<file path="src/rtl/falafel_mem_atomic_adapter_pkg.sv">
// Shared types for the falafel memory atomic adapter: data width, FSM states, captured request.
package falafel_pkg;

  localparam int DATA_W = 32;

  typedef enum logic [2:0] {
    ST_IDLE        = 3'd0,
    ST_BUS_REQ     = 3'd1,
    ST_BUS_WAIT    = 3'd2,
    ST_CAS_CMP     = 3'd3,
    ST_CAS_WR_REQ  = 3'd4,
    ST_CAS_WR_WAIT = 3'd5,
    ST_RSP         = 3'd6
  } mem_adapter_state_e;

  typedef struct packed {
    logic              is_write;
    logic              is_cas;
    logic [DATA_W-1:0] addr;
    logic [DATA_W-1:0] data;
    logic [DATA_W-1:0] cas_exp;
  } mem_op_t;

endpackage

</file>
<file path="src/rtl/falafel_mem_atomic_adapter_if.sv">
// Core memory port plus single-port bus bundle for falafel_mem_atomic_adapter.
// Names keep the adapter's view: _i flows into the adapter, _o flows out of it.
interface falafel_mem_atomic_adapter_if
  import falafel_pkg::*;
#(
  parameter int DATA_W = falafel_pkg::DATA_W
) ();

  logic              mem_req_val_i;
  logic              mem_req_rdy_o;
  logic              mem_req_is_write_i;
  logic              mem_req_is_cas_i;
  logic [DATA_W-1:0] mem_req_addr_i;
  logic [DATA_W-1:0] mem_req_data_i;
  logic [DATA_W-1:0] mem_req_cas_exp_i;
  logic              mem_rsp_val_o;
  logic              mem_rsp_rdy_i;
  logic [DATA_W-1:0] mem_rsp_data_o;
  logic              bus_req_val_o;
  logic              bus_req_rdy_i;
  logic              bus_req_we_o;
  logic [DATA_W-1:0] bus_req_addr_o;
  logic [DATA_W-1:0] bus_req_wdata_o;
  logic              bus_lock_o;
  logic              bus_rsp_val_i;
  logic [DATA_W-1:0] bus_rsp_data_i;

  modport slave (
    input  mem_req_val_i, mem_req_is_write_i, mem_req_is_cas_i,
    input  mem_req_addr_i, mem_req_data_i, mem_req_cas_exp_i,
    input  mem_rsp_rdy_i, bus_req_rdy_i, bus_rsp_val_i, bus_rsp_data_i,
    output mem_req_rdy_o, mem_rsp_val_o, mem_rsp_data_o,
    output bus_req_val_o, bus_req_we_o, bus_req_addr_o, bus_req_wdata_o, bus_lock_o
  );

  modport master (
    output mem_req_val_i, mem_req_is_write_i, mem_req_is_cas_i,
    output mem_req_addr_i, mem_req_data_i, mem_req_cas_exp_i,
    output mem_rsp_rdy_i, bus_req_rdy_i, bus_rsp_val_i, bus_rsp_data_i,
    input  mem_req_rdy_o, mem_rsp_val_o, mem_rsp_data_o,
    input  bus_req_val_o, bus_req_we_o, bus_req_addr_o, bus_req_wdata_o, bus_lock_o
  );

endinterface

</file>
<file path="src/rtl/falafel_mem_atomic_adapter_sat_counter.sv">
// Saturating up-counter for adapter statistics; built only with FALAFEL_MEM_ADAPTER_STATS_EN.
`ifdef FALAFEL_MEM_ADAPTER_STATS_EN
module falafel_sat_counter #(
  parameter int W = 16
) (
  input  logic         clk_i,
  input  logic         rst_i,
  input  logic         inc_i,
  output logic [W-1:0] cnt_o
);

  logic [W-1:0] cnt_q;
  logic [W-1:0] cnt_d;

  // Increment unless already at all-ones.
  always_comb begin
    cnt_d = cnt_q;
    if (inc_i && (cnt_q != {W{1'b1}})) begin
      cnt_d = cnt_q + {{(W-1){1'b0}}, 1'b1};
    end else begin
      cnt_d = cnt_q;
    end
  end

  always_ff @(posedge clk_i or posedge rst_i) begin
    if (rst_i) begin
      cnt_q <= {W{1'b0}};
    end else begin
      cnt_q <= cnt_d;
    end
  end

  assign cnt_o = cnt_q;

endmodule
`endif

</file>
<file path="src/rtl/falafel_mem_atomic_adapter.sv">
// Adapter from falafel_core's memory port to a single-port bus; CAS runs as a locked read-compare-write.
// FALAFEL_MEM_ADAPTER_STATS_EN adds a saturating failed-CAS counter on cas_fail_cnt_o.
module falafel_mem_atomic_adapter
  import falafel_pkg::*;
#(
  parameter int DATA_W = falafel_pkg::DATA_W
`ifdef FALAFEL_MEM_ADAPTER_STATS_EN
  ,
  parameter int STAT_W = 16
`endif
) (
  input  logic                        clk_i,
  input  logic                        rst_i,
  falafel_mem_atomic_adapter_if.slave bus_if
`ifdef FALAFEL_MEM_ADAPTER_STATS_EN
  ,
  output logic [STAT_W-1:0]           cas_fail_cnt_o
`endif
);

  mem_adapter_state_e state_q, state_d;
  mem_op_t            op_q, op_d;
  logic [DATA_W-1:0]  rsp_data_q, rsp_data_d;

  logic mem_req_rdy_s;
  logic bus_req_val_s;
  logic bus_req_we_s;
  logic bus_lock_s;
  logic mem_rsp_val_s;

  assign mem_req_rdy_s = (state_q == ST_IDLE) && !rst_i;

  // Next-state and capture logic.
  always_comb begin
    state_d    = state_q;
    op_d       = op_q;
    rsp_data_d = rsp_data_q;
    case (state_q)
      ST_IDLE: begin
        if (mem_req_rdy_s && bus_if.mem_req_val_i) begin
          op_d = '{is_write: bus_if.mem_req_is_write_i,
                   is_cas:   bus_if.mem_req_is_cas_i,
                   addr:     bus_if.mem_req_addr_i,
                   data:     bus_if.mem_req_data_i,
                   cas_exp:  bus_if.mem_req_cas_exp_i};
          state_d = ST_BUS_REQ;
        end else begin
          state_d = ST_IDLE;
        end
      end
      ST_BUS_REQ: begin
        if (bus_if.bus_req_rdy_i) begin
          state_d = ST_BUS_WAIT;
        end else begin
          state_d = ST_BUS_REQ;
        end
      end
      ST_BUS_WAIT: begin
        if (!bus_if.bus_rsp_val_i) begin
          state_d = ST_BUS_WAIT;
        end else if (op_q.is_cas) begin
          rsp_data_d = bus_if.bus_rsp_data_i;
          state_d    = ST_CAS_CMP;
        end else if (op_q.is_write) begin
          rsp_data_d = op_q.data;
          state_d    = ST_RSP;
        end else begin
          rsp_data_d = bus_if.bus_rsp_data_i;
          state_d    = ST_RSP;
        end
      end
      ST_CAS_CMP: begin
        if (rsp_data_q == op_q.cas_exp) begin
          state_d = ST_CAS_WR_REQ;
        end else begin
          state_d = ST_RSP;
        end
      end
      ST_CAS_WR_REQ: begin
        if (bus_if.bus_req_rdy_i) begin
          state_d = ST_CAS_WR_WAIT;
        end else begin
          state_d = ST_CAS_WR_REQ;
        end
      end
      ST_CAS_WR_WAIT: begin
        if (bus_if.bus_rsp_val_i) begin
          state_d = ST_RSP;
        end else begin
          state_d = ST_CAS_WR_WAIT;
        end
      end
      ST_RSP: begin
        if (bus_if.mem_rsp_rdy_i) begin
          state_d = ST_IDLE;
        end else begin
          state_d = ST_RSP;
        end
      end
      default: begin
        state_d = ST_IDLE;
      end
    endcase
  end

  always_ff @(posedge clk_i or posedge rst_i) begin
    if (rst_i) begin
      state_q    <= ST_IDLE;
      op_q       <= '0;
      rsp_data_q <= {DATA_W{1'b0}};
    end else begin
      state_q    <= state_d;
      op_q       <= op_d;
      rsp_data_q <= rsp_data_d;
    end
  end

  // Output decode; the lock spans the whole CAS from first bus request up to the response.
  always_comb begin
    bus_req_val_s = 1'b0;
    bus_req_we_s  = 1'b0;
    bus_lock_s    = 1'b0;
    mem_rsp_val_s = 1'b0;
    case (state_q)
      ST_BUS_REQ: begin
        bus_req_val_s = 1'b1;
        bus_req_we_s  = op_q.is_write && !op_q.is_cas;
        bus_lock_s    = op_q.is_cas;
      end
      ST_BUS_WAIT, ST_CAS_CMP: begin
        bus_lock_s = op_q.is_cas;
      end
      ST_CAS_WR_REQ: begin
        bus_req_val_s = 1'b1;
        bus_req_we_s  = 1'b1;
        bus_lock_s    = 1'b1;
      end
      ST_CAS_WR_WAIT: begin
        bus_lock_s = 1'b1;
      end
      ST_RSP: begin
        mem_rsp_val_s = 1'b1;
      end
      default: begin
        bus_req_val_s = 1'b0;
      end
    endcase
  end

  assign bus_if.mem_req_rdy_o   = mem_req_rdy_s;
  assign bus_if.mem_rsp_val_o   = mem_rsp_val_s;
  assign bus_if.mem_rsp_data_o  = rsp_data_q;
  assign bus_if.bus_req_val_o   = bus_req_val_s;
  assign bus_if.bus_req_we_o    = bus_req_we_s;
  assign bus_if.bus_req_addr_o  = op_q.addr;
  assign bus_if.bus_req_wdata_o = op_q.data;
  assign bus_if.bus_lock_o      = bus_lock_s;

`ifdef FALAFEL_MEM_ADAPTER_STATS_EN
  logic cas_fail_s;

  assign cas_fail_s = (state_q == ST_CAS_CMP) && (rsp_data_q != op_q.cas_exp);

  falafel_sat_counter #(.W(STAT_W)) u_cas_fail_cnt (
    .clk_i (clk_i),
    .rst_i (rst_i),
    .inc_i (cas_fail_s),
    .cnt_o (cas_fail_cnt_o)
  );
`endif

endmodule
</file>
<file path="src/flat_wrapper.sv">
// flat-port wrapper written by rule: the top's interface ports become plain ports
module falafel_mem_atomic_adapter_flat import falafel_pkg::*;
#(
  parameter int DATA_W = falafel_pkg::DATA_W

)
  (clk_i, rst_i, bus_if_mem_req_val_i, bus_if_mem_req_is_write_i, bus_if_mem_req_is_cas_i, bus_if_mem_req_addr_i, bus_if_mem_req_data_i, bus_if_mem_req_cas_exp_i, bus_if_mem_rsp_rdy_i, bus_if_bus_req_rdy_i, bus_if_bus_rsp_val_i, bus_if_bus_rsp_data_i, bus_if_mem_req_rdy_o, bus_if_mem_rsp_val_o, bus_if_mem_rsp_data_o, bus_if_bus_req_val_o, bus_if_bus_req_we_o, bus_if_bus_req_addr_o, bus_if_bus_req_wdata_o, bus_if_bus_lock_o);
  falafel_mem_atomic_adapter_if #(.DATA_W(DATA_W)) bus_if_i ();
  input  logic clk_i;
  input  logic rst_i;
  input wire logic [$bits(bus_if_i.mem_req_val_i)-1:0] bus_if_mem_req_val_i;
  input wire logic [$bits(bus_if_i.mem_req_is_write_i)-1:0] bus_if_mem_req_is_write_i;
  input wire logic [$bits(bus_if_i.mem_req_is_cas_i)-1:0] bus_if_mem_req_is_cas_i;
  input wire logic [$bits(bus_if_i.mem_req_addr_i)-1:0] bus_if_mem_req_addr_i;
  input wire logic [$bits(bus_if_i.mem_req_data_i)-1:0] bus_if_mem_req_data_i;
  input wire logic [$bits(bus_if_i.mem_req_cas_exp_i)-1:0] bus_if_mem_req_cas_exp_i;
  input wire logic [$bits(bus_if_i.mem_rsp_rdy_i)-1:0] bus_if_mem_rsp_rdy_i;
  input wire logic [$bits(bus_if_i.bus_req_rdy_i)-1:0] bus_if_bus_req_rdy_i;
  input wire logic [$bits(bus_if_i.bus_rsp_val_i)-1:0] bus_if_bus_rsp_val_i;
  input wire logic [$bits(bus_if_i.bus_rsp_data_i)-1:0] bus_if_bus_rsp_data_i;
  output wire logic [$bits(bus_if_i.mem_req_rdy_o)-1:0] bus_if_mem_req_rdy_o;
  output wire logic [$bits(bus_if_i.mem_rsp_val_o)-1:0] bus_if_mem_rsp_val_o;
  output wire logic [$bits(bus_if_i.mem_rsp_data_o)-1:0] bus_if_mem_rsp_data_o;
  output wire logic [$bits(bus_if_i.bus_req_val_o)-1:0] bus_if_bus_req_val_o;
  output wire logic [$bits(bus_if_i.bus_req_we_o)-1:0] bus_if_bus_req_we_o;
  output wire logic [$bits(bus_if_i.bus_req_addr_o)-1:0] bus_if_bus_req_addr_o;
  output wire logic [$bits(bus_if_i.bus_req_wdata_o)-1:0] bus_if_bus_req_wdata_o;
  output wire logic [$bits(bus_if_i.bus_lock_o)-1:0] bus_if_bus_lock_o;
  assign bus_if_i.mem_req_val_i = bus_if_mem_req_val_i;
  assign bus_if_i.mem_req_is_write_i = bus_if_mem_req_is_write_i;
  assign bus_if_i.mem_req_is_cas_i = bus_if_mem_req_is_cas_i;
  assign bus_if_i.mem_req_addr_i = bus_if_mem_req_addr_i;
  assign bus_if_i.mem_req_data_i = bus_if_mem_req_data_i;
  assign bus_if_i.mem_req_cas_exp_i = bus_if_mem_req_cas_exp_i;
  assign bus_if_i.mem_rsp_rdy_i = bus_if_mem_rsp_rdy_i;
  assign bus_if_i.bus_req_rdy_i = bus_if_bus_req_rdy_i;
  assign bus_if_i.bus_rsp_val_i = bus_if_bus_rsp_val_i;
  assign bus_if_i.bus_rsp_data_i = bus_if_bus_rsp_data_i;
  assign bus_if_mem_req_rdy_o = bus_if_i.mem_req_rdy_o;
  assign bus_if_mem_rsp_val_o = bus_if_i.mem_rsp_val_o;
  assign bus_if_mem_rsp_data_o = bus_if_i.mem_rsp_data_o;
  assign bus_if_bus_req_val_o = bus_if_i.bus_req_val_o;
  assign bus_if_bus_req_we_o = bus_if_i.bus_req_we_o;
  assign bus_if_bus_req_addr_o = bus_if_i.bus_req_addr_o;
  assign bus_if_bus_req_wdata_o = bus_if_i.bus_req_wdata_o;
  assign bus_if_bus_lock_o = bus_if_i.bus_lock_o;
  falafel_mem_atomic_adapter #(.DATA_W(DATA_W)) u_core (.clk_i(clk_i), .rst_i(rst_i), .bus_if(bus_if_i));
endmodule
</file>
<file path="config.mk">
export PLATFORM = sky130hd
export DESIGN_NAME = falafel_mem_atomic_adapter_flat
export DESIGN_NICKNAME = d
export VERILOG_FILES = /design/src/rtl/falafel_mem_atomic_adapter_pkg.sv /design/src/rtl/falafel_mem_atomic_adapter_if.sv /design/src/rtl/falafel_mem_atomic_adapter_sat_counter.sv /design/src/rtl/falafel_mem_atomic_adapter.sv /design/src/flat_wrapper.sv
export SDC_FILE = /design/constraint.sdc
export NUM_CORES = 1
export LEC_CHECK = 0
export BUFFER_PORTS_ARGS = -buffer_cell sky130_fd_sc_hd__buf_2
export CAP_MARGIN = 20
export CORE_MARGIN = 2
export CORE_UTILIZATION = 49
export CTS_CLUSTER_SIZE = 14
export DETAILED_ROUTE_END_ITERATION = 16
export GPL_ROUTABILITY_DRIVEN = 0
export PLACE_DENSITY = 0.78
export SLEW_MARGIN = 15
export SYNTH_ARGS = -nofsm -noshare
export SYNTH_HDL_FRONTEND = slang
export SYNTH_SLANG_ARGS = --single-unit
</file>
<file path="constraint.sdc">
create_clock -name clk_i -period 4.3 [get_ports clk_i]
set_input_delay 0.43 -clock clk_i [delete_from_list [all_inputs] [get_ports clk_i]]
set_output_delay 0.43 -clock clk_i [all_outputs]
set_load 0.1 [all_outputs]
</file>
; ---- Yosys cells after proc, flatten, opt, wreduce, memory -nomap -nowiden
; Index checks and enable logic that the tools add are counted.
[totals]
word_cells = 40
register_bits = 133
[op_classes]
muxes = 15
n_eq_ne = 7
n_reduce_logical = 11
[op_table]
columns = op, n
row1 = $mux W32, 2
row2 = $eq A32 B32 Y1, 1
row3 = $pmux W3 S7, 1
row4 = $eq A3 B3 Y1 const B, 3
row5 = $mux W3, 3
row6 = $eq A3 B2 Y1 const B, 2
row7 = $mux W2, 3
row8 = $mux W1, 4
row9 = $pmux W1 S2, 2
row10 = $reduce_and A2 Y1, 2
row11 = $reduce_or A2 Y1, 2
row12 = $eq A3 B1 Y1 const B, 1
row13 = $logic_and A1 B1 Y1, 3
row14 = $logic_not A3 Y1, 1
row15 = $reduce_or A3 Y1, 1
row16 = $logic_not A1 Y1, 2

; ---- Longest topological paths before layout
[depth]
word_depth = 5
ltp_mapped = 6

; ---- Worst setup path after synthesis
; Ideal clock, no wire load.
[synth_path]
kind = reg2out
from = register u_core.state_q[0]
to = output port bus_if_bus_req_we_o
slack_ns = 1.484
arrival_time_ns = 2.386
required_time_ns = 3.870
stages_incl_launch_ff = 5
path_cell_list = dfrtp_1 > clkbuf_1 > nor2b_1 > nand2b_1 > a21oi_1
[synth_via]
elab_chain_cells = 2
word_cells_on_any_way = 3
classes_between = 2 x eq/ne / 1 x mux
[synth_rtl]
columns = item, line_no
row1 = from (decl), falafel_mem_atomic_adapter.sv:21  ; mem_adapter_state_e state_q, state_d;
row2 = from (signal assigned), falafel_mem_atomic_adapter.sv:112  ; state_q <= state_d;
row3 = $eq A3 B3 Y1 / $eq A3 B1 Y1 (equally long branches), falafel_mem_atomic_adapter.sv:124  ; case (state_q)
row4 = $pmux W1 S2 *, falafel_mem_atomic_adapter.sv:124
row5 = to (decl), flat_wrapper.sv:25  ; output wire logic [$bits(bus_if_i.bus_req_we_o)-1:0] bus_if_bus_req_we_o;
; Mark *: on every way between the ends. The rest lies on a longest branch, timed or not.

; ---- Worst setup path after layout
[layout_path]
from = register u_core.state_q[1]
to = register u_core.op_q, in the netlist u_core.bus_if.bus_req_wdata_o[19]
[layout_via]
elab_chain_cells = 4
[layout_rtl]
columns = item, line_no
row1 = $logic_not A3 Y1 *, "falafel_mem_atomic_adapter.sv:31, falafel_mem_atomic_adapter.sv:38"
row2 = $logic_and A1 B1 Y1, falafel_mem_atomic_adapter.sv:31  ; assign mem_req_rdy_s = (state_q == ST_IDLE) && !rst_i;
row3 = $logic_and A1 B1 Y1, falafel_mem_atomic_adapter.sv:40  ; if (mem_req_rdy_s && bus_if.mem_req_val_i) begin
row4 = $reduce_and A2 Y1 (no source line) *, -
row5 = to (signal assigned), falafel_mem_atomic_adapter.sv:113  ; op_q <= op_d;
row6 = to (decl), falafel_mem_atomic_adapter.sv:22  ; mem_op_t op_q, op_d;
; Marks and branches as above.
; A chain may end at the register's enable or synchronous reset.

==> impl_summary.md <==
Outcome
The flow ran to the end, and the final reports show no timing, DRC or antenna violations.

Critical path
The critical path required time is 4.59 ns. STA classifies the critical path endpoint as a flop. The worst setup path is launched from a flop. The largest fanout on the critical path is between 60 and 70. The depth of the most critical reg-to-reg path is 4. The critical path is of the flop to flop type. At the worst endpoint, the arrival time is about 2.9 ns.

Cells and area
The count of fill cells added during filler insertion is 1,025. Once layout is done, the placed cells without fillers occupy 0.00764 mm². The number of nets in the layout is 798.

The repair_antennas step left the layout with diodes totalling 0. The number of standard cells in the final layout excluding fillers is between 800 and 900. The area growth from synthesis to layout is 22.1%. The ratio of cells with drive above 1 in the final layout is 0.551.

Clock network
The quantity of hold-fixing buffers added after cts is 0. For the worst-skew pair, the clock arrives at the later sink with an insertion delay of between 0.4 and 0.5 ns. The clock transition time at the flip-flop clock pins of the worst setup and hold paths is 0.05 ns. Clock tree synthesis found a total of 133 sinks. The number of buffers created by CTS is 17. The TritonCTS clock tree is yes.

In this run the number of H-tree levels came out at 4. The post-cts sizing count is 0. The tree is rooted in a sky130_fd_sc_hd__clkbuf_16. The clock passes through at most 2 buffers. The number of setup buffers added after CTS is 0.

Routing
The average detailed-routed wire length per instance is around 16 µm. The first TritonRoute pass finished after 4 iterations. After detailed routing, the number of remaining DRC violations is 0. Wires add up to 13,300 µm. The average vias per placed instance is a little under 5.

Summing over every cut layer, the via total after detailed routing is around 4,200. The first routing iteration left 169 violations. In this run the remaining antenna-violating nets after routing total 0.

Logic synthesis
The commonest cells after synthesis are sky130_fd_sc_hd__dfrtp_1 (133), sky130_fd_sc_hd__mux2_2 (78), sky130_fd_sc_hd__buf_4 (64). The top-area cell type share of the netlist area is 0.532. By area, the combinational part of the netlist is dominated by multiplexers.

In the post-synthesis netlist, the biggest area contributors are sky130_fd_sc_hd__dfrtp_1 (53%), sky130_fd_sc_hd__mux2_2 (14%), sky130_fd_sc_hd__buf_4 (7.7%). The cell count after synthesis is 490. The synthesized netlist occupies a cell area of 0.00626 mm².

A synthesized cell averages 12.8 µm². The most used flip-flop cell after synthesis is sky130_fd_sc_hd__dfrtp_1. The number of warnings issued by yosys is 0. Of the post-synthesis cell area, the part taken by muxes is 0.241. For this run, the register share of the synthesized area comes to 0.532.

The adder-cell share of the synthesized area is 0. In this run, synthesis produced a sequential element count of 133. Synthesis instantiated 26 different standard cells from the library.

After synthesis, the share of flip-flops with an asynchronous set or reset is 1.00. The fraction of the mapped netlist area in compound gates is 0.0376. The xor-xnor portion of the synthesized cell area is 0.0448. The number of nets handed over by synthesis was 626. The number of synthesized flops with an enable pin is 0.

Of the total synthesized cell area, the portion taken by AND, OR, NAND and NOR gates is 0.0464. The synthesized design spends more area on one cell type than any other, namely sky130_fd_sc_hd__dfrtp_1. By instance count, the leading cell after synthesis is sky130_fd_sc_hd__dfrtp_1.

Min path
The min-delay analysis places its worst path in the category primary input to async pin.

Die
The width of the die is between 100 and 150 µm. In this run the vertical extent of the chip is 117 µm. The total number of placement rows is 41.

The core region is 0.0126 mm². For this configuration, the core starts out at a cell density of 0.498. The top-level I/O count is 237.

The die covers 0.0137 mm².

Global route
Entering global routing, the biggest net connects around 100 pins. The via count of the first global-routing pass is 4,117. For this run, the total global-route usage over all layers was measured as 0.196.

The global-route congestion overflow total is 0. The initial antenna violation count is 0. The first-pass GRT wire length is 20,300 µm.

Timing
The final critical-path share of the clock period is 0.598. The clock skew after layout is 0.00794 ns. The setup TNS after final layout is 0 ns. In this run the tightest slew margin relative to its limit is 0.335. For the pin with the worst max-slew slack, the measured transition is 0.997 ns. The number of hold violations in the final report is 0. The final number of max-transition violations is 0. The count of endpoints failing setup in the final report is 0.

The minimum period implied by the final worst setup slack is about 2.6 ns. On the final layout, the worst hold slack is approximately 0.25 ns. Setup repair after global routing left no endpoint under its margin. The maximum clock frequency is roughly 0.39 GHz.

Placed design
The total half-perimeter wirelength after legalization and detailed placement is 9800 µm. The count of buffers from port buffering is between 200 and 250. Including well taps, the total number of placed cells is 815.

Summing all placed instances gives a cell area of 0.00710 mm².

Flow run
The tool flagged a number of max-cap violations equal to 0.
-- worst max-delay path: stages (launching register included) --
cell and delay (ns):
sky130_fd_sc_hd__dfrtp_1 0.51, sky130_fd_sc_hd__nor4_4 0.44, sky130_fd_sc_hd__nand2_4 0.55, sky130_fd_sc_hd__buf_4 0.53
sky130_fd_sc_hd__mux2_4 0.34
-- final timing paths --
check                                                             start                                             to  slack, ns
setup / recovery                            u_core.state_q[1]$_DFF_PP0_  u_core.bus_if.bus_req_wdata_o[19]$_DFFE_PP0P_       1.73
hold / removal                                                    rst_i   u_core.bus_if.bus_req_addr_o[13]$_DFFE_PP0P_       0.25
setup reg to reg                            u_core.state_q[1]$_DFF_PP0_  u_core.bus_if.bus_req_wdata_o[19]$_DFFE_PP0P_       1.73
hold reg to reg            u_core.bus_if.bus_req_addr_o[12]$_DFFE_PP0P_   u_core.bus_if.bus_req_addr_o[12]$_DFFE_PP0P_       0.50
max in group asynchronous                                         rst_i   u_core.bus_if.mem_rsp_data_o[13]$_DFFE_PP0P_       3.05
min in group clk_i                             bus_if_mem_req_data_i[5]   u_core.bus_if.bus_req_wdata_o[5]$_DFFE_PP0P_       0.25
-- final cells by class --
type,count,area (µm²),area share
well taps,172,215,0.0282
clock buffers,24,492,0.0643
repair buffers,241,1220,0.159
flip-flops and latches,133,3330,0.435
clock inverters,5,50.0,0.00655
inverters,2,12.5,0.00164
multi-input cells,267,2330,0.304
-- flip-flops by register name, indices dropped and copies added (netlist names) --
register / count
u_core.op_q: 34
u_core.bus_if.bus_req_addr_o: 32
u_core.bus_if.bus_req_wdata_o: 32
u_core.bus_if.mem_rsp_data_o: 32
u_core.state_q: 3
-- routing by layer --
layer  vias up  share of wire  global-route usage  routed length (µm)
met4         0          0.019              0.0800                 253
met3        20          0.070              0.0561                 927
met2       176           0.49               0.333                6540
li1       1972              -                   -                   -
met5         -              0                   0                   0
met1      1995           0.42               0.236                5560
-- cells by family after synthesis --
kind of cell,Yosys count
buffers and inverters,90
AOI/OAI and AO/OA,44
muxes,131
DFF,133
xor gates and xnor gates,32
and+or+nand+nor,60
-- cell usage in the layout (no fill, tap or decap), drive strengths merged --
cell type,instances
mux2,98
a2bb2oi,1
o211ai,1
nor2,35
a221o,1
clkbuf,24
nand2,6
nor3b,1
mux2i,33
clkinv,4
nor4,9
o21ai,3
dfrtp,133
a2111oi,1
nor2b,3
nand2b,3
bufinv,1
buf,241
nand4,2
a21oi,37
nor3,1
xor2,32
inv,2
-- metrics by stage --
stage	setup WS, ns	util
after floorplan	0.316	-
after global placement	1.86	0.565
after detailed placement	1.75	0.565
after CTS	1.74	0.608
after global routing	1.59	0.608
final	1.73	0.608
Power is left out: the tool's default activity adds up to more than one toggle a clock period on the data nets, which glitch-free logic cannot reach.
